**src/rtl/mod_counter_div_pkg.sv**
```systemverilog
// Shared constants for the modulo counter / clock-divider time base.
// Latency: n/a (constants only).
// Backpressure: n/a.
package mod_counter_div_pkg;

    localparam int   CLKDIV_DEF_WIDTH = 8;
    localparam logic CNT_UP           = 1'b1;
    localparam logic CNT_DN           = 1'b0;

endpackage

```
**src/rtl/div_toggle.sv**
```systemverilog
// T flop with async active-low clear; produces the 50% duty divided output.
// Latency: q flips one clk after t is sampled high.
// Backpressure: none; t is a single-cycle strobe.
module div_toggle (
    input  logic clk,
    input  logic rst_n,
    input  logic t,
    output logic q
);

    logic q_q;
    logic q_d;

    always_comb begin
        q_d = q_q;
        if (t) begin
            q_d = ~q_q;
        end
    end

    always_ff @(posedge clk or negedge rst_n) begin
        if (!rst_n) begin
            q_q <= 1'b0;
        end else begin
            q_q <= q_d;
        end
    end

    assign q = q_q;

endmodule

```
**src/rtl/mod_counter_div.sv**
```systemverilog
// Modulo up/down counter with clamped load, terminal-count pulse and divided output.
// Latency: count/tc/div_out all registered, 1 clk from sampled inputs.
// Backpressure: none; en gates counting, ld overrides en.
module mod_counter_div
    import mod_counter_div_pkg::*;
#(
    parameter int               WIDTH   = CLKDIV_DEF_WIDTH,
    parameter logic [WIDTH-1:0] RST_VAL = '0
) (
    input  logic             clk,
    input  logic             rst,
    input  logic             en,
    input  logic             ld,
    input  logic             up,
    input  logic [WIDTH-1:0] din,
    input  logic [WIDTH-1:0] mod_val,
    output logic [WIDTH-1:0] count,
    output logic             tc,
    output logic             div_out
);

    logic [WIDTH-1:0] count_q;
    logic [WIDTH-1:0] count_d;
    logic             tc_q;
    logic             tc_d;
    logic             wrap;

    always_comb begin
        count_d = count_q;
        wrap    = 1'b0;
        if (ld) begin
            count_d = (din > mod_val) ? mod_val : din;
        end else if (en) begin
            if (up == CNT_UP) begin
                // >= so a lowered mod_val still wraps instead of running past it
                if (count_q >= mod_val) begin
                    count_d = '0;
                    wrap    = 1'b1;
                end else begin
                    count_d = count_q + 1'b1;
                end
            end else begin
                if (count_q == '0) begin
                    count_d = mod_val;
                    wrap    = 1'b1;
                end else begin
                    count_d = count_q - 1'b1;
                end
            end
        end
        tc_d = wrap;
    end

    always_ff @(posedge clk or negedge rst) begin
        if (!rst) begin
            count_q <= RST_VAL;
            tc_q    <= 1'b0;
        end else begin
            count_q <= count_d;
            tc_q    <= tc_d;
        end
    end

    div_toggle u_div_toggle (
        .clk   (clk),
        .rst_n (rst),
        .t     (wrap),
        .q     (div_out)
    );

    assign count = count_q;
    assign tc    = tc_q;

endmodule

```
**config.mk**
```make
export PLATFORM = sky130hd
export DESIGN_NAME = mod_counter_div
export DESIGN_NICKNAME = d
export VERILOG_FILES = /design/src/rtl/mod_counter_div_pkg.sv /design/src/rtl/div_toggle.sv /design/src/rtl/mod_counter_div.sv
export SDC_FILE = /design/constraint.sdc
export NUM_CORES = 1
export LEC_CHECK = 0
export ABC_CLOCK_PERIOD_IN_PS = 4300
export CORE_MARGIN = 1.5
export CORE_UTILIZATION = 55
export CTS_BUF_LIST = sky130_fd_sc_hd__clkbuf_8
export DETAILED_ROUTE_END_ITERATION = 10
export PLACE_DENSITY = 0.89
export SETUP_SLACK_MARGIN = 0.2
export SKIP_CTS_REPAIR_TIMING = 1
export SLEW_MARGIN = 40
export SYNTH_ARGS = -nofsm -noshare
export SYNTH_HDL_FRONTEND = slang
export SYNTH_SLANG_ARGS = --single-unit
```
**constraint.sdc**
```tcl
create_clock -name clk -period 4.3 [get_ports clk]
set_input_delay 0.86 -clock clk [delete_from_list [all_inputs] [get_ports clk]]
set_output_delay 0.86 -clock clk [all_outputs]
set_load 0.1 [all_outputs]
```
==> summary.txt, run 1 <==
Placement
  – Post-DP HPWL: 2.820 mm
  – GPL Wtd Cong: 0.9713
  – PortBufs: 30
  – DP Area: 1579 sq um
  – # placed instances: 208

Logic synthesis
  – Largest family of logic cells by synthesized area: compound AO/OA/AOI/OAI gates
  – Cell variety after synth: 53
  – Cell count after synthesis: 155
  – Compound-Gate Fraction of Synth Area: 25.49%
  – Syn avg cell area: 8.581 sq um
  – Yosys Warn Count: 0
  – Xor/xnor cell area share of the yosys netlist: 3.293%
  – Mux share of post-synthesis cell area: 9.313%
  – Post-Synth Adder-Cell Area: 17.87%
  – Asr flop ratio synth: 100.0%
  – Simple-Gate Fraction of Synth Area: 18.81%
  – Post-Syn Nets: 195
  – #FFs+latches synth: 10
  – Post-synthesis sequential area ratio: 18.81%
  – Mapped Area: 1330 sq um
  – Post-synth EDFFs: 0
  – Main synth FF type: dfrtp_1

GRT
  – Largest net degree at the start of global routing: 17
  – Initial antenna violation count: 0
  – Total congestion overflow: 0
  – Global-route wire length before repair: 6.009 mm
  – GRT Total Usage: 29.84%
  – Number of global-route vias before repair: 1333

Setup path
  – R2R setup slack: 1.95 ns
  – Reg-to-Reg Start: count[4]
  – CP bufs+invs: 2
  – Crit Path Category: primary input to flip-flop
  – FF-to-FF path depth: 7
  – Reg-to-reg endpoint: count[2]
  – CP delay by family, top: compound AO/OA/AOI/OAI gates
  – CP max FO: 8
  – Data required time of the critical path: 4.43 ns
  – Startpoint Class: primary input
  – Critical path capture point type: flip-flop
  – Slowest stage cell, crit path: clkdlybuf4s50_1
  – Critical Path Max Stage Delay: 0.50 ns
  – CP Cell Sequence: clkdlybuf4s50_1 -> inv_1 -> ha_1 -> nor2b_1 -> o211ai_1 -> a21oi_1 -> o21ai_2 -> mux2_2 -> a22o_1
  – CP Data Arrival Time: 3.21 ns

Cells and area
  – # diodes: 0
  – Share of cells above drive strength 1: 15.22%
  – Finished Layout Cells: 212
  – Final core utilization: 72.48%
  – Multi-input logic area: 994.7 sq um
  – Most frequent cells in the layout: clkdlybuf4s50_1 (20), ha_1 (19), a21oi_1 (14), inv_1 (12), nor2_1 (11)
  – Area growth syn-to-layout: 22.86%
  – Filler cells: 179
  – Register area: 250.2 sq um
  – Final nets: 225
  – Most common cell after layout, fill and taps aside: clkdlybuf4s50_1
  – Post-route cell area: 1634 sq um

Routing
  – Pre-Repair DR Iteration Count: 4
  – Antenna-violating nets left: 0
  – Detailed-route wire length: 3.673 mm
  – Avg Vias per Cell: 6.354
  – DRC Markers: 0
  – WL/cell: 17.33 um
  – Total number of vias: 1347
  – Initial DRC count: 76

Power and ir drop
  – VDD IR max: 0.0003472 V
  – Design Power: 612.4 uW
  – Switching power of the nets: 313.5 uW
  – Sw Ratio: 51.18%
  – Clock power share: 19.4%
  – Leak pwr: 0.7293 nW
  – PD cells: 374.8 nW/um^2
  – Combinational Power Share: 56.0%
  – Reg power frac: 24.7%
  – Internal Power: 299.0 uW

Min path
  – WHS Endpoint: u_div_toggle.q
  – Worst hold stages: 1
  – HP Class: flip-flop to flip-flop
  – Min-delay src: u_div_toggle.q

Clock network
  – Clock Latency Late Sink: 0.24 ns
  – Root Buffer: clkbuf_8
  – Total CTS buffers: 3
  – Sink Count: 10
  – H-tree Lvls: 1
  – CTS tree: done
  – Max clock buf depth: 2
  – CTS clock-pin slew for the worst setup and hold paths: 0.05 ns

Timing
  – Final hold vios: 0
  – Tmin final: 3.082 ns
  – Final setup viols: 0
  – Post-Route Skew: 0.0006743 ns
  – Tcrit/Tclk final: 71.66%
  – Fmax: 0.3245 GHz
  – Slew Limit Fails: 0
  – Rel. slew slack: 56.68%
  – Slew @ Worst Pin: 0.6477 ns
  – Setup tns final: 0 ns
  – RSZ-0062 raised after global routing: false

Floorplanning
  – Site Rows: 17
  – Die H: 52.18 um
  – Die Width: 52.18 um
  – Full die area: 2722 sq um
  – Io pins: 31
  – Core area: 2255 sq um
  – Initial Utilization: 58.99%

Outcome
  – Outcome: finished, final reports clean

Flow run
  – Max-cap violation count: 0
## logic make-up (layout without fill, tap and decap cells)
logic type,after synthesis,count (layout)
AOI/OAI and AO/OA,48,48
muxes,12,12
adders and majority gates,19,19
xor gates and xnor gates,5,5
buffers and inverters,18,47
DFF,10,10
and+or+nand+nor,43,43
## power by group through the flow
stage | sequential (mW) | combinational, mW | clock (mW)
finish | 0.151 | 0.343 | 0.119
global route | 0.154 | 0.367 | 0.124
CTS | 0.150 | 0.342 | 0.121
detailed placement | 0.150 | 0.341 | 0
global placement | 0.150 | 0.351 | 0
floorplan | 0.265 | 0.147 | 0
## layout make-up
type / instances / area share, %
multi-input cells: 127 / 60.87
repair buffers: 30 / 15.31
inverters: 13 / 2.986
well taps: 28 / 2.144
flip-flops and latches: 10 / 15.31
clock buffers: 4 / 3.369
## layer usage
layer | part of all wire (%) | routed length (um) | global-route usage [%] | vias to the layer above
li1 | - | - | - | 647
met1 | 41 | 1502 | 36.67 | 628
met3 | 8.1 | 298 | 4.857 | 7
met4 | 1.1 | 42 | 8.120 | 0
met2 | 50 | 1830 | 53.59 | 65
met5 | 0 | 0 | 0 | -
## state kept, by name (all words and copies together), names as in the netlist
signal          flops
count               8
tc                  1
u_div_toggle.q      1
## cells in the mapped netlist, drive strengths merged (2+ instances only)
cell type / n / area [sq um]
xor2: 4 / 35.03
a211oi: 3 / 27.52
or3: 2 / 12.51
nand4: 3 / 18.77
mux2: 3 / 33.78
and3: 2 / 13.77
o211ai: 3 / 22.52
ha: 19 / 237.7
mux2i: 9 / 90.09
a2111oi: 2 / 23.77
nand3: 6 / 30.03
dfrtp: 10 / 250.2
o21ai: 9 / 48.80
a22oi: 2 / 15.01
nor2: 11 / 41.29
inv: 12 / 45.04
nor2b: 2 / 12.51
a32oi: 3 / 26.28
buf: 4 / 32.53
nor3: 3 / 15.01
a21oi: 15 / 78.83
nand2: 5 / 21.27
## through the flow
step / worst slack, ns / hold slack (ns)
after CTS: 1.216 / 0.4685
final: 1.218 / 0.4659
after global routing: 1.044 / 0.5100
after floorplan: 1.585 / 0.5644
after detailed placement: 0.9724 / 0.4518
after global placement: 0.9794 / 0.4582
## worst max path at each step
stage	startpoint	to	slack (ns)	cells after the start
final	mod_val[1]	count[1]	1.22	9
after global routing	mod_val[1]	count[1]	1.04	9
after CTS	mod_val[1]	count[1]	1.22	9
after detailed placement	mod_val[1]	count[1]	0.97	9
after global placement	mod_val[1]	count[1]	0.98	9
after floorplan	count[0]	count[5]	1.59	8
No activity file was read; power rests on OpenSTA's default activity.
==> run 2, diff against run 1 <==
ABC_CLOCK_PERIOD_IN_PS = 2570   (was 4300)
CORE_ASPECT_RATIO = 2   (was unset)
CORE_UTILIZATION = 47   (was 55)
PLACE_DENSITY = 0.81   (was 0.89)
clock period = 2.57 ns   (was 4.3 ns; I/O delays follow)
==> run 2 against run 1 <==
  * Clock skew is 0.0018 ns higher
  * Worst setup slack worse by 0.98 ns
  * Largest power group unchanged
  * Sequential share of layout area is 2.6 points lower
  * Routed wire length is 41% higher
  * Highest routed layer unchanged
  * Critical endpoint is now count[4]
  * Via count is 22% higher
  * Critical path depth is 1 lower
==> summary.txt, run 2 (same netlist as run 1, synthesis figures left out) <==
Routing
  – Pre-Repair DR Iteration Count: 5
  – Initial DRC count: 112
  – Detailed-route wire length: 5.180 mm
  – Total number of vias: 1638
  – WL/cell: 21.86 um
  – Antenna-violating nets left: 0
  – Avg Vias per Cell: 6.911
  – DRC Markers: 0

Timing
  – Final WS setup: 0.2424 ns
  – Setup tns final: 0 ns
  – Fmax: 0.4296 GHz
  – Final setup viols: 0
  – Hold Worst Slack: 0.4818 ns
  – Rel. slew slack: 63.71%
  – Slew Limit Fails: 0
  – Post-Route Skew: 0.002434 ns
  – Final hold vios: 0
  – Tcrit/Tclk final: 90.57%
  – Slew @ Worst Pin: 0.5426 ns
  – Tmin final: 2.328 ns
  – RSZ-0062 raised after global routing: false

Cells and area
  – Most common cell after layout, fill and taps aside: buf_4
  – Max FFs per register: 8
  – Filler cells: 192
  – Final core utilization: 75.45%
  – Share of cells above drive strength 1: 39.90%
  – Area growth syn-to-layout: 55.22%
  – Finished Layout Cells: 237
  – Most frequent cells in the layout: buf_4 (31), ha_1 (14), a21oi_1 (11), nor2_1 (11), clkdlybuf4s50_1 (11)
  – # diodes: 0
  – Final nets: 249
  – Post-route cell area: 2064 sq um

Power and ir drop
  – Reg power frac: 22.0%
  – Leak pwr: 0.9393 nW
  – PD cells: 589.8 nW/um^2
  – VDD IR max: 0.0005753 V
  – Combinational Power Share: 61.1%
  – Internal Power: 595.2 uW
  – Clock power share: 17.0%
  – Sw Ratio: 51.11%
  – Design Power: 1.218 mW
  – Switching power of the nets: 622.4 uW

Clock network
  – Max clock buf depth: 2
  – Root Buffer: clkbuf_8
  – CTS tree: done
  – Total CTS buffers: 3
  – CTS clock-pin slew for the worst setup and hold paths: 0.05 ns
  – Sink Count: 10
  – H-tree Lvls: 1
  – Clock Latency Late Sink: 0.24 ns

Setup path
  – CP Data Arrival Time: 2.43 ns
  – Startpoint Class: primary input
  – Crit Path Category: primary input to flip-flop
  – CP max FO: 7
  – Critical path capture point type: flip-flop
  – Data required time of the critical path: 2.67 ns

Floorplanning
  – Initial Utilization: 48.61%
  – Full die area: 3177 sq um
  – Core area: 2736 sq um
  – Site Rows: 27
  – Die H: 78.23 um
  – Die Width: 40.62 um
  – Io pins: 31

GRT
  – Number of global-route vias before repair: 1541
  – Largest net degree at the start of global routing: 12
  – GRT Total Usage: 30.16%
  – Total congestion overflow: 0
  – Initial antenna violation count: 0
  – Global-route wire length before repair: 6.796 mm

Placement
  – DP Area: 1775 sq um
  – PortBufs: 30
  – Place WS: -0.2618 ns
  – # placed instances: 230
  – Post-DP HPWL: 3.434 mm
  – GPL Wtd Cong: 1.031

Flow run
  – Max-cap violation count: 0

Outcome
  – Outcome: finished, final reports clean

Min path
  – HP Class: flip-flop to flip-flop
run 2: worst paths after layout:
check	end	startpoint	slack, ns	cells after the start
worst max-delay path	count[4]	din[7]	0.24	8
worst min-delay path	u_div_toggle.q	u_div_toggle.q	0.48	1
worst max register to register	count[4]	count[2]	0.29	6
worst min register to register	u_div_toggle.q	u_div_toggle.q	0.48	1
max in group asynchronous	count[0]	rst	1.54	1
min in group asynchronous	tc	rst	0.63	1
run 2: area by class of cell:
class	instances	area, sq um	area share (%)
inverters	13	48.80	2.364
well taps	29	36.28	1.758
multi-input cells	128	1184	57.33
repair buffers	53	478.0	23.15
flip-flops and latches	10	262.8	12.73
clock buffers	4	55.05	2.667
run 2: power by group through the flow:
stage               logic, mW  clock network [mW]  registers, mW
global route            0.775               0.213          0.271
global placement        0.609                   0          0.255
floorplan               0.246                   0          0.449
detailed placement      0.629                   0          0.259
CTS                     0.633               0.204          0.257
finish                  0.744               0.206          0.267
run 2: worst max-delay path, cell delays in order:
cell and delay [ns]:
clkdlybuf4s50_1 0.43, ha_1 0.34, a21oi_1 0.19, o21ai_1 0.15, o21ai_4 0.23, buf_6 0.20, mux2i_2 0.27, a32oi_2 0.10
run 2: per-layer routing:
layer / up-vias / part of all wire [%] / wire length (um) / track usage, %
li1: 697 / - / - / -
met1: 762 / 33 / 1702 / 32.43
met2: 144 / 54 / 2791 / 50.63
met3: 35 / 8.1 / 417 / 5.367
met4: 0 / 5.2 / 269 / 16.67
met5: - / 0 / 0 / 0
